===== config.mk =====
export PLATFORM = sky130hd
export DESIGN_NAME = sel_sequencer
export DESIGN_NICKNAME = d
export VERILOG_FILES = /design/src/rtl/sel_seq_pkg.sv /design/src/rtl/sel_dwell_cnt.sv /design/src/rtl/sel_sequencer.sv
export SDC_FILE = /design/constraint.sdc
export NUM_CORES = 1
export LEC_CHECK = 0
export CAP_MARGIN = 10
export CELL_PAD_IN_SITES_DETAIL_PLACEMENT = 1
export CELL_PAD_IN_SITES_GLOBAL_PLACEMENT = 1
export CORE_MARGIN = 3
export CORE_UTILIZATION = 25
export CTS_BUF_LIST = sky130_fd_sc_hd__clkbuf_2
export DETAILED_ROUTE_END_ITERATION = 12
export GPL_ROUTABILITY_DRIVEN = 1
export PLACE_DENSITY_LB_ADDON = 0.1
export SETUP_SLACK_MARGIN = 0.3
export SLEW_MARGIN = 20
export SYNTH_ARGS = -nofsm -noshare
export SYNTH_HDL_FRONTEND = slang
export SYNTH_HIERARCHICAL = 1
export SYNTH_SLANG_ARGS = --single-unit

===== constraint.sdc =====
create_clock -name clk -period 2.2 [get_ports clk]
set_clock_uncertainty 0.1 [all_clocks]
set_input_delay 0.55 -clock clk [delete_from_list [all_inputs] [get_ports clk]]
set_output_delay 0.55 -clock clk [all_outputs]
set_load 0.03 [all_outputs]

===== src/rtl/sel_seq_pkg.sv =====
// Shared types and constants for the select sequencer.
package sel_seq_pkg;

  typedef enum logic [1:0] {
    ST_IDLE  = 2'd0,
    ST_RUN   = 2'd1,
    ST_PAUSE = 2'd2,
    ST_DONE  = 2'd3
  } sel_state_e;

  localparam logic [1:0] SEL_FIRST = 2'b00;
  localparam logic [1:0] SEL_LAST  = 2'b11;

endpackage


===== src/rtl/sel_dwell_cnt.sv =====
// Dwell counter: counts up from 0 to a latched dwell value, then clears.
// expire is high while the count sits on the latched dwell value.
module sel_dwell_cnt #(
  parameter int DWELL_W = 4
) (
  input  logic               clk,
  input  logic               rst_n,
  input  logic               load,
  input  logic               en,
  input  logic               clr,
  input  logic [DWELL_W-1:0] dwell,
  output logic               expire
);

  logic [DWELL_W-1:0] cnt_q;
  logic [DWELL_W-1:0] dwell_q;

  always_ff @(posedge clk or negedge rst_n) begin
    if (!rst_n) begin
      cnt_q   <= '0;
      dwell_q <= '0;
    end else if (load) begin
      cnt_q   <= '0;
      dwell_q <= dwell;
    end else if (clr) begin
      cnt_q <= '0;
    end else if (en) begin
      // wrap on the terminal value so the count never exceeds dwell_q
      if (expire) cnt_q <= '0;
      else        cnt_q <= cnt_q + DWELL_W'(1);
    end
  end

  assign expire = (cnt_q == dwell_q);

endmodule


===== src/rtl/sel_sequencer.sv =====
// Steps a 2-bit select code 00->01->10->11, each held for dwell+1 cycles,
// with hold/pause support. Optional wrap-around mode: SEL_SEQUENCER_LOOP_EN.
//
// state | meaning
// ------+-------------------------------------------------------------
// IDLE  | waiting for start, select=00
// RUN   | counting dwell, advancing select on each expiry
// PAUSE | hold asserted; select and dwell count frozen
// DONE  | one-cycle completion pulse, select=11, then back to IDLE
module sel_sequencer
  import sel_seq_pkg::*;
#(
  parameter int DWELL_W = 4
) (
  input  logic               clk,
  input  logic               rst_n,
  input  logic               start,
  input  logic               hold,
  input  logic [DWELL_W-1:0] dwell,
`ifdef SEL_SEQUENCER_LOOP_EN
  input  logic               loop,
`endif
  output logic [1:0]         select,
  output logic               busy,
  output logic               done
);

  sel_state_e state_q, state_nx;
  logic [1:0] sel_q, sel_nx;
  logic       cnt_load, cnt_en, cnt_clr, cnt_expire;

  sel_dwell_cnt #(.DWELL_W(DWELL_W)) u_dwell_cnt (
    .clk    (clk),
    .rst_n  (rst_n),
    .load   (cnt_load),
    .en     (cnt_en),
    .clr    (cnt_clr),
    .dwell  (dwell),
    .expire (cnt_expire)
  );

  always_ff @(posedge clk or negedge rst_n) begin
    if (!rst_n) begin
      state_q <= ST_IDLE;
      sel_q   <= SEL_FIRST;
    end else begin
      state_q <= state_nx;
      sel_q   <= sel_nx;
    end
  end

  always_comb begin
    state_nx = state_q;
    sel_nx   = sel_q;
    cnt_load = 1'b0;
    cnt_en   = 1'b0;
    cnt_clr  = 1'b0;
    unique case (state_q)
      ST_IDLE: begin
        if (start) begin
          state_nx = ST_RUN;
          sel_nx   = SEL_FIRST;
          cnt_load = 1'b1;
        end
      end
      ST_RUN: begin
        // hold wins over an expiring step: nothing advances on the pause entry edge
        if (hold) begin
          state_nx = ST_PAUSE;
        end else begin
          cnt_en = 1'b1;
          if (cnt_expire) begin
            if (sel_q == SEL_LAST) begin
`ifdef SEL_SEQUENCER_LOOP_EN
              if (loop) sel_nx   = SEL_FIRST;
              else      state_nx = ST_DONE;
`else
              state_nx = ST_DONE;
`endif
            end else begin
              sel_nx = sel_q + 2'd1;
            end
          end
        end
      end
      ST_PAUSE: begin
        if (!hold) state_nx = ST_RUN;
      end
      ST_DONE: begin
        state_nx = ST_IDLE;
        sel_nx   = SEL_FIRST;
        cnt_clr  = 1'b1;
      end
      default: begin
        state_nx = ST_IDLE;
        sel_nx   = SEL_FIRST;
      end
    endcase
  end

  // select is forced low in IDLE so reset takes effect on the output immediately
  assign select = (state_q == ST_IDLE) ? SEL_FIRST : sel_q;
  assign busy   = (state_q == ST_RUN) || (state_q == ST_PAUSE);
  assign done   = (state_q == ST_DONE);

endmodule

== Word-level counts from Yosys, hierarchy flattened ==
Index checks and enable logic that the tools add are counted.

* Divide/modulo/power cells: 0
* Mux-type cells: 21
* $mul: 0
* Bitwise gates (word level): 0
* Reduce and logical (&&, ||, !) cells: 6
* Magnitude comparators: 0
* Eq/ne operators: 12
* Add/sub/neg operators: 2
* Shift operators: 0

{| class="wikitable"
|+ Operator list
! kind !! count
|-
| 2-bit two-way mux || 10
|-
| 4-bit two-way mux || 4
|-
| 2-bit inequality test (second input constant) || 5
|-
| 2-bit one-hot mux with 4 select lines || 1
|-
| 2-bit == test (second input constant) || 3
|-
| 3-bit inequality test (second input constant) || 2
|-
| 2-bit one-hot mux with 3 select lines || 1
|-
| 3-bit nonzero test || 2
|-
| 1-bit two-way mux || 5
|-
| 5-bit AND reduction || 1
|-
| 4-bit by 1-bit adder with 4-bit output (second input constant) || 1
|-
| 4-bit == test || 1
|-
| 4-bit AND reduction || 1
|-
| 2-bit by 1-bit adder with 2-bit output (second input constant) || 1
|-
| 2-bit by 1-bit == test with 1-bit output (second input constant) || 1
|-
| 2-bit logical NOT || 1
|-
| 1-bit logical OR || 1
|}

* Input port bits: 8
* Memory bits (read-only): 0
* Flip-flop bits (word level): 12
* Logic and storage cells: 45
* Bits in latches: 0
* Memories kept: 0
* RAM bits: 0

== Longest topological paths before layout ==
Gate-level depths: netlist of run 1.

* Depth after elaboration: 5
* Mapped depth: 7

== Hierarchy ==
The synthesis of run 1 kept the hierarchy.

{| class="wikitable"
|+ Modules (own cells, without submodules)
! module !! seq. area each (um^2) !! area an instance (um^2) !! cells an instance !! instances
|-
| sel_dwell_cnt || 200.2 || 414.1 || 35 || 1
|-
| sel_sequencer || 100.1 || 366.6 || 36 || 1
|}

== Least setup slack after synthesis of run 1 ==
OpenSTA, ideal clock, no wires.

* Path type: reg-to-output
* Start: register state_q[0]
* End: output port select[0]
* Slack: 0.409 ns
* Data arrival time: 1.141 ns
* Cell stages (with the launch flop): 4
* Buffers on the path: 0
* Data required time: 1.550 ns
* Cells stage by stage: dfrtp_1 inv_1 ha_1 nor2b_1

* Word-level cells in the longest chain between the ends: 2

{| class="wikitable"
|+ Ends and longest elaborated chain
! what !! RTL line !! RTL
|-
| start, declared || sel_sequencer.sv:28 || <nowiki>sel_state_e state_q, state_nx;</nowiki>
|-
| start signal, assigned || sel_sequencer.sv:47 || <nowiki>state_q <= state_nx;</nowiki>
|-
| 2-bit logical NOT || sel_sequencer.sv:102 || <nowiki>assign select = (state_q == ST_IDLE) ? SEL_FIRST : sel_q;</nowiki>
|-
| 2-bit two-way mux || sel_sequencer.sv:102 ||
|-
| end, declared || sel_sequencer.sv:23 || <nowiki>output logic [1:0] select,</nowiki>
|}

No other way between the ends.

== Worst setup path in the final report of run 1 ==
* Start: register state_q[1]
* End: output port select[0]

The elaborated chain is that of the path after synthesis.

==> metrics, run 1 <==
status finished clean; CP Max Fanout 2; Synth Flop Type dfrtp_1; first drt pass iteration count 3; Post-DP Area 972 um^2; Mapped Cells 71; RSZ-0062 raised after global routing yes; Synthesized Nets 87; Switching Power approximately 620 uW; Fin. Hold Viols 0; top-count cell post-synth dfrtp_1; synthesized cell area approximately 780 um^2; Post-CTS Hold Buffers 0; Hold Crit Start u_dwell_cnt/dwell_q[0]$_DFFE_PN0P_; Final Max Slew Viols 0; Relative slew margins roughly 60%; # IOs 12; Max VDD drop 0.000500 V; P&R area growth vs syn 34.3%; final setup fails 0; Yosys cell types 29; Worst R2R Path Depth 7; Root Buffer clkbuf_2; largest net degree at the start of global routing 13; htree depth 1; Worst-Skew Late Latency approximately 0.28 ns; Hold Crit Endpoint u_dwell_cnt/dwell_q[0]$_DFFE_PN0P_; Mapped Avg Cell Area between 10 and 15 um^2; fillers between 300 and 400; share of layout cells above drive strength 1 32.3%; Logic pwr share 64.7%; sequential cell area 302 um^2; top cells by area, synth dfrtp_1 38%, ha_1 13%, mux2_2 5.8%; CTS Buffer Depth 2; CTS Sinks 12; register bit count reported by yosys 12; WHS Path Cells 1; total global routing overflow 0; synthesis warning total 6; GRT Overall Usage 11.2%; switching share of power 43.2%; Worst Hold Class flop to flop; post-route ant nets 0; DP Wirelength about 1200 um; Worst setup SP type flop; Setup CP Type flop to output port; die height 61.9 um; Reg clk slew, reported paths around 0.14 ns; Async S/R FF share, synth 100%; number of synthesized flops with an enable pin 0; DRC 0; R2R Setup Slk 0.40 ns; RD Place Congestion 0.753; Tightest Pin Transition 0.593 ns; Chip Width between 60 and 70 um; Seq/Total Area, Yosys 38.5%; WL/cell between 10 and 15 um; Num CTS Buffers 3; die area 0.00383 mm^2; Flop pwr share a little over a quarter; via/cell ratio 4.57; PwrDens between 1000 and 1500 mW/mm^2; Core Footprint 0.00288 mm^2; area occupied by multi-input gates slightly below 500 um^2; vias post-DR 617; worst r2r dst sel_q[0]$_DFFE_PN0P_; Yosys top cell by area dfrtp_1; 1st-iter DRT viols 10; CP arrival 1.26 ns; # rows 19; LEAKAGE 0.000463 uW; # diodes 0; Final Cycle Share 86.7%; Worst EP required ~1.6 ns; Tmin final 1.91 ns; final WL 1730 um; top-area cell type share of the netlist area between 30% and 40%; starting density of the core 27.1%; setup TNS 0 ns; r2r startpoint state_q[1]$_DFFE_PN0P_; Critical Path End Type output port; initial antenna violation count 0; CTS tree done; Clock power frac 8.7%; Int Pwr 813 uW; port bufs 11; max cap viols 0; first-pass GRT wire length 3070 um; vias in the first global route 684; post-route cell area 0.00105 mm^2; maximum clock rate 0.524 GHz; nets 110; commonest cells in the netlist 12 x dfrtp_1, 8 x ha_1
per-stage QoR:
| step | setup WS (ns) | hold WS, ns | power [uW] | cells | utilization (%) |
|---|---|---|---|---|---|
| 6_report | 0.293 | 0.450 | 1430 | 135 | 36.5 |
| 5_1_grt | 0.180 | 0.480 | 1570 | 135 | 36.5 |
| 4_1_cts | 0.260 | 0.457 | 1390 | 134 | 35.5 |
| 3_5_place_dp | 0.109 | 0.424 | 1220 | 128 | 33.8 |
| 3_3_place_gp | 0.138 | 0.420 | 1210 | 128 | 33.8 |
| 2_1_floorplan | 0.409 | 0.154 | 957 | 71 | - |
how the worst max path moves through the flow:
stage	start	end	slack, ns	cells past startpoint
5_1_grt	state_q[1]$_DFFE_PN0P_	select[1]	0.18	5
6_report	state_q[1]$_DFFE_PN0P_	select[0]	0.29	5
3_5_place_dp	hold	sel_q[0]$_DFFE_PN0P_	0.11	4
2_1_floorplan	state_q[0]$_DFFE_PN0P_	select[0]	0.41	3
3_3_place_gp	hold	sel_q[0]$_DFFE_PN0P_	0.14	4
4_1_cts	state_q[1]$_DFFE_PN0P_	select[0]	0.26	5
logic make-up after synthesis:
kind of cell               Yosys count  share of synthesized area, %
buffers and inverters                5                          2.40
and+or+nand+nor                     23                          19.9
adders and majority gates            8                          12.8
AOI/OAI and AO/OA                   12                          11.7
DFF                                 12                          38.5
muxes                                7                          10.3
xor gates and xnor gates             4                          4.49
power by group through the flow:
stage                     sequential [uW]  combinational [uW]  clock (uW)
after floorplan                       376                 580           0
after global placement                385                 828           0
after detailed placement              386                 830           0
after CTS                             381                 878         136
after global routing                  396                1030         146
final                                 380                 926         125
routing by layer:
layer | wire [um] | up-vias | track usage [%]
li1 | - | 298 | -
met1 | 785 | 306 | 13.1
met2 | 850 | 9 | 17.5
met3 | 51 | 4 | 3.51
met4 | 40 | 0 | 7.58
met5 | 0 | - | 0
cell usage in the layout, fill, tap and decap left out:
cell type        instances
a211oi_1                 2
a2bb2oi_1                1
a31o_1                   1
a41oi_1                  1
and2_1                   1
and2b_2                  1
and4bb_1                 1
buf_4                    9
buf_6                    3
clkbuf_2                 3
clkdlybuf4s50_1          7
clkinv_1                 1
dfrtp_1                 11
dfrtp_2                  1
ha_1                     5
ha_2                     1
ha_4                     2
inv_1                    2
inv_2                    2
mux2_2                   4
mux2_4                   1
mux2i_1                  2
nand2_1                  3
nand2b_1                 1
nand3_1                  4
nand3b_1                 3
nor2_1                   4
nor2b_1                  2
nor3b_1                  1
nor4_4                   1
o2111ai_1                1
o211ai_1                 1
o21ai_0                  3
o21ai_2                  1
o311a_1                  1
or3b_4                   1
xor2_1                   4
layout make-up:
class	count	area share, %
Multi-Input combinational cell	54	46.7
Sequential cell	12	28.8
Timing Repair Buffer	19	16.3
Tap cell	42	5.01
Clock buffer	3	1.43
Inverter	4	1.43
Clock inverter	1	0.358
worst max-delay path, stage by stage, from the launching register on:
cell and delay (ns):
dfrtp_1 0.39, inv_2 0.05, buf_6 0.11, ha_4 0.15, nor2b_1 0.10, buf_4 0.16
sequential cells by signal, summed over array words and instances (netlist names):
| name | count |
|---|---|
| sel_q | 2 |
| state_q | 2 |
| u_dwell_cnt/cnt_q | 4 |
| u_dwell_cnt/dwell_q | 4 |
timing repair:
| action | in CTS | in global routing |
|---|---|---|
| setup buffers | 2 | 1 |
| pin swaps | 0 | 1 |
| gates cloned | 0 | 0 |
| gates resized for setup | 18 | 6 |
| endpoints found under the setup margin | 4 | 5 |
| hold endpoints to repair | 0 | 0 |
(Power assumes the default switching activity.)
==> run 2, diff against run 1 <==
--- a/config.mk
+++ b/config.mk
@@ -5,6 +5,7 @@
 export SDC_FILE = /design/constraint.sdc
 export NUM_CORES = 1
 export LEC_CHECK = 0
+export ABC_CLOCK_PERIOD_IN_PS = 2200
 export CAP_MARGIN = 10
 export CELL_PAD_IN_SITES_DETAIL_PLACEMENT = 1
 export CELL_PAD_IN_SITES_GLOBAL_PLACEMENT = 1
@@ -13,6 +14,7 @@
 export CTS_BUF_LIST = sky130_fd_sc_hd__clkbuf_2
 export DETAILED_ROUTE_END_ITERATION = 12
 export GPL_ROUTABILITY_DRIVEN = 1
+export GPL_TIMING_DRIVEN = 0
 export PLACE_DENSITY_LB_ADDON = 0.1
 export SETUP_SLACK_MARGIN = 0.3
 export SLEW_MARGIN = 20
==> metrics, run 2 (synthesis gave the netlist of run 1 again) <==
status finished clean; WHS Path Cells 1; RSZ-0062 raised after global routing yes; starting density of the core 27.1%; first drt pass iteration count 2; Chip Width 61.9 um; WL/cell 13.0 um; Worst Hold Class flop to flop; CP arrival 1.21 ns; Max VDD drop 0.000524 V; WHS ~0.45 ns; Reg clk slew, reported paths 0.12 ns; GRT Overall Usage 11.2%; Critical Path End Type output port; Root Buffer clkbuf_2; Final Cycle Share 84.7%; worst r2r dst sel_q[0]$_DFFE_PN0P_; Tightest Pin Transition 0.606 ns; post-route ant nets 0; Relative slew margins around three fifths; maximum clock rate approximately 0.54 GHz; Layout Cells excl Fill 132; most frequent cells in the layout 10 x dfrtp_1, 7 x clkdlybuf4s50_1, 7 x buf_4; via/cell ratio 4.54; CTS Buffer Depth 2; htree depth 1; CTS Sinks 12; Core Footprint 0.00288 mm^2; share of layout cells above drive strength 1 between 30% and 40%; P&R area growth vs syn 31.6%; vias post-DR roughly 600; Hold Crit Start u_dwell_cnt/dwell_q[1]$_DFFE_PN0P_; max cap viols 0; Worst setup SP type flop; Hold Crit Endpoint u_dwell_cnt/dwell_q[1]$_DFFE_PN0P_; # rows 19; biggest regs u_dwell_cnt/cnt_q (4), u_dwell_cnt/dwell_q (4); total global routing overflow 0; Flop pwr share about 28%; vias in the first global route 660; Int Pwr 774 uW; Worst R2R Path Depth 5; final setup fails 0; initial antenna violation count 0; Clock power frac under 10%; CTS tree done; first-pass GRT wire length 3070 um; Worst Slack Setup Final 0.336 ns; Switching Power 601 uW; 1st-iter DRT viols 16; final WL 1710 um; die height a little over 60 um; R2R Setup Slk 0.36 ns; Num CTS Buffers 3; switching share of power roughly 44%; Fin. Hold Viols 0; # diodes 0; DRC 0; PwrDens about 1300 mW/mm^2; # IOs 12; RD Place Congestion around 0.71; CP Max Fanout 4; DP Wirelength 1290 um; Worst EP required about 1.6 ns; LEAKAGE 0.000451 uW; dpl cells 124; largest net degree at the start of global routing 13; Setup CP Type flop to output port; Final Max Slew Viols 0; nets 108; most common cell after layout, fill and taps aside dfrtp_1; Worst-Skew Late Latency 0.26 ns; worst slack, placed -0.0482 ns; port bufs 11; r2r startpoint u_dwell_cnt/cnt_q[0]$_DFFE_PN0P_; die area 0.00383 mm^2; Logic pwr share 63.5%; Pwr Total about 1400 uW; Tmin final 1.86 ns; Post-CTS Hold Buffers 0
==> run 2: timing repair <==
item / 4_1_cts / 5_1_grt
cloned: 0 / 0
endpoints found under the setup margin: 9 / 8
setup buffers: 3 / 2
gates resized for setup: 24 / 15
pin swaps: 1 / 2
==> run 2: final cells by class <==
| class | count | area, um^2 |
|---|---|---|
| buffer | 1 | 11.3 |
| clock buffer | 3 | 15.0 |
| fill | 329 | 1850 |
| inverter | 4 | 15.0 |
| multi-input combinational | 54 | 492 |
| sequential | 12 | 303 |
| tap | 42 | 52.6 |
| timing repair buffer | 16 | 139 |
==> run 2: how the worst max path moves through the flow <==
| stage | startpoint | to | slack, ns |
|---|---|---|---|
| after global routing | state_q[0]$_DFFE_PN0P_ | select[0] | 0.23 |
| after floorplan | state_q[0]$_DFFE_PN0P_ | select[0] | 0.41 |
| after detailed placement | state_q[0]$_DFFE_PN0P_ | select[0] | -0.05 |
| after CTS | state_q[0]$_DFFE_PN0P_ | select[0] | 0.26 |
| final | state_q[0]$_DFFE_PN0P_ | busy | 0.34 |
| after global placement | state_q[0]$_DFFE_PN0P_ | select[0] | -0.04 |
==> run 2: layer usage <==
layer | vias to the layer above | wire [um] | track usage (%) | share of wire [%]
met1 | 296 | 795 | 14.8 | 46
met4 | 0 | 16 | 4.55 | 0.93
met3 | 2 | 43 | 2.48 | 2.5
met2 | 5 | 858 | 17.6 | 50
li1 | 296 | - | - | -
met5 | - | 0 | 0 | 0
==> run 2: metrics by stage <==
step | cell area, um^2 | TNS [ns] | util (%)
after floorplan | 781 | 0 | -
after global placement | 943 | -0.0641 | 32.8
after detailed placement | 943 | -0.118 | 32.8
after CTS | 977 | 0 | 34.0
after global routing | 1030 | 0 | 35.7
final | 1030 | 0 | 35.7
==> run 2: critical path, stage by stage, from the launching register on <==
cell     delay [ns]
dfrtp_2        0.46
inv_2          0.12
ha_4           0.22
buf_4          0.16
==> run 2: power groups by stage <==
stage | Clock [uW] | Sequential [uW] | Combinational (uW)
6_report | 111 | 391 | 873
5_1_grt | 124 | 408 | 986
4_1_cts | 118 | 396 | 794
3_5_place_dp | 0 | 402 | 772
3_3_place_gp | 0 | 401 | 757
2_1_floorplan | 0 | 376 | 580
==> run 3, diff against run 2 <==
--- a/config.mk
+++ b/config.mk
@@ -5,7 +5,7 @@
 export SDC_FILE = /design/constraint.sdc
 export NUM_CORES = 1
 export LEC_CHECK = 0
-export ABC_CLOCK_PERIOD_IN_PS = 2200
+export ABC_CLOCK_PERIOD_IN_PS = 1550
 export CAP_MARGIN = 10
 export CELL_PAD_IN_SITES_DETAIL_PLACEMENT = 1
 export CELL_PAD_IN_SITES_GLOBAL_PLACEMENT = 1
==> constraint.sdc (replaced) <==
create_clock -name clk -period 1.55 [get_ports clk]
set_clock_uncertainty 0.1 [all_clocks]
set_input_delay 0.3875 -clock clk [delete_from_list [all_inputs] [get_ports clk]]
set_output_delay 0.3875 -clock clk [all_outputs]
set_load 0.03 [all_outputs]
==> metrics, run 3 (synthesis gave the netlist of run 1 again) <==
status finished with violations; failing checks setup timing; Fin. Hold Viols 0; Tightest Pin Transition 0.588 ns; CP arrival between 1.5 and 2 ns; CP Max Fanout 4; DRC 0; Tmin final 1.84 ns; Chip Width 61.9 um; Worst-Skew Late Latency 0.26 ns; Worst Hold Class input pin to async pin; CTS Buffer Depth 2; Relative slew margins 60.7%; PwrDens 1980 mW/mm^2; vias in the first global route 692; first-pass GRT wire length approximately 3200 um; # rows 19; Reg clk slew, reported paths between 0.1 and 0.15 ns; highest metal used met4; biggest regs u_dwell_cnt/cnt_q (4), u_dwell_cnt/dwell_q (4); met3 WL 55 um; WHS 0.378 ns; Root Buffer clkbuf_2; Critical Path End Type flop; Worst setup SP type flop; CTS Sinks 12; GRT Overall Usage a little under an eighth; starting density of the core 27.1%; DP Wirelength 1320 um; wire length on met1 846 um; Max VDD drop 0.00113 V; Core Util, Final between 40 and 50%; most common cell after layout, fill and taps aside buf_4; Worst EP required 1.62 ns; LEAKAGE approximately 0.00054 uW; Final Max Slew Viols 0; setup TNS -1.69 ns; CTS tree done; WL/cell about 13 um; P&R area growth vs syn 60.6%; met2 wire len 1020 um; final setup fails 12; # diodes 0; most frequent cells in the layout 13 x buf_4, 10 x buf_6, 8 x dfrtp_1; largest net degree at the start of global routing 13; # IOs 12; via/cell ratio 4.61; dpl cells 124; initial antenna violation count 0; maximum clock rate 0.542 GHz; Num CTS Buffers 3; max cap viols 0; htree depth 1; die height 61.9 um; Core Footprint 0.00288 mm^2; first drt pass iteration count 4; Post-CTS Hold Buffers 0; share of layout cells above drive strength 1 about half; Worst Slack Setup Final -0.295 ns; fillers 316; RD Place Congestion 0.762; Pwr Total 2490 uW; vias post-DR 673; final WL 1950 um; 1st-iter DRT viols 33; die area roughly 0.0038 mm^2; RSZ-0062 raised after global routing yes; Setup CP Type flop to flop; nets 121; port bufs 11; total global routing overflow 0; post-route ant nets 0; Layout Cells excl Fill 146; Final Cycle Share 119%
## run 3: layer usage
layer	track usage [%]	up-vias
li1	-	322
met1	13.0	340
met2	21.2	9
met3	2.69	2
met4	6.36	0
met5	0	-
## run 3: where the power goes
group	internal [uW]	switching (uW)	leakage [uW]	total (uW)
combinational	967	770	0.000383	1740
sequential	447	135	0.000147	582
clock	56.1	111	0.0000140	167
total	1470	1020	0.000544	2490
## run 3: worst max-delay path, cell delays in order, from the launching register on
cell and delay [ns]:
dfrtp_2 0.45, xor2_1 0.18, nor4_4 0.39, and4bb_1 0.26, o21ai_2 0.07, mux2_4 0.30
## run 3: repair_timing
item | in CTS | in global routing
pin swaps | 9 | 5
gates resized for setup | 40 | 6
endpoints found under the setup margin | 16 | 16
buffers inserted | 12 | 6
## run 3: stage by stage
stage          instance area [um^2]  worst slack (ns)
6_report                       1250            -0.295
5_1_grt                        1250            -0.361
4_1_cts                        1190            -0.304
3_5_place_dp                   1030            -0.458
3_3_place_gp                   1030            -0.442
2_1_floorplan                   863            -0.204
## run 3: layout make-up
type,count,area [um^2],share of cell area (%)
Buffer,1,11.3,0.898
Clock buffer,3,15.0,1.20
Clock inverter,1,3.75,0.299
Inverter,4,22.5,1.80
Multi-Input combinational cell,54,574,45.8
Sequential cell,12,305,24.4
Tap cell,42,52.6,4.19
Timing Repair Buffer,29,269,21.5
## run 3: worst paths after layout
check	startpoint	endpoint	slack, ns	cells after the start
hold reg to reg	u_dwell_cnt/dwell_q[1]$_DFFE_PN0P_	u_dwell_cnt/dwell_q[1]$_DFFE_PN0P_	0.46	1
setup / recovery	u_dwell_cnt/cnt_q[0]$_DFFE_PN0P_	sel_q[0]$_DFFE_PN0P_	-0.29	5
setup reg to reg	u_dwell_cnt/cnt_q[0]$_DFFE_PN0P_	sel_q[0]$_DFFE_PN0P_	-0.29	5
min in group clk	u_dwell_cnt/dwell_q[1]$_DFFE_PN0P_	u_dwell_cnt/dwell_q[1]$_DFFE_PN0P_	0.46	1
max in group asynchronous	rst_n	u_dwell_cnt/cnt_q[2]$_DFFE_PN0P_	0.56	1
hold / removal	rst_n	u_dwell_cnt/cnt_q[3]$_DFFE_PN0P_	0.38	1
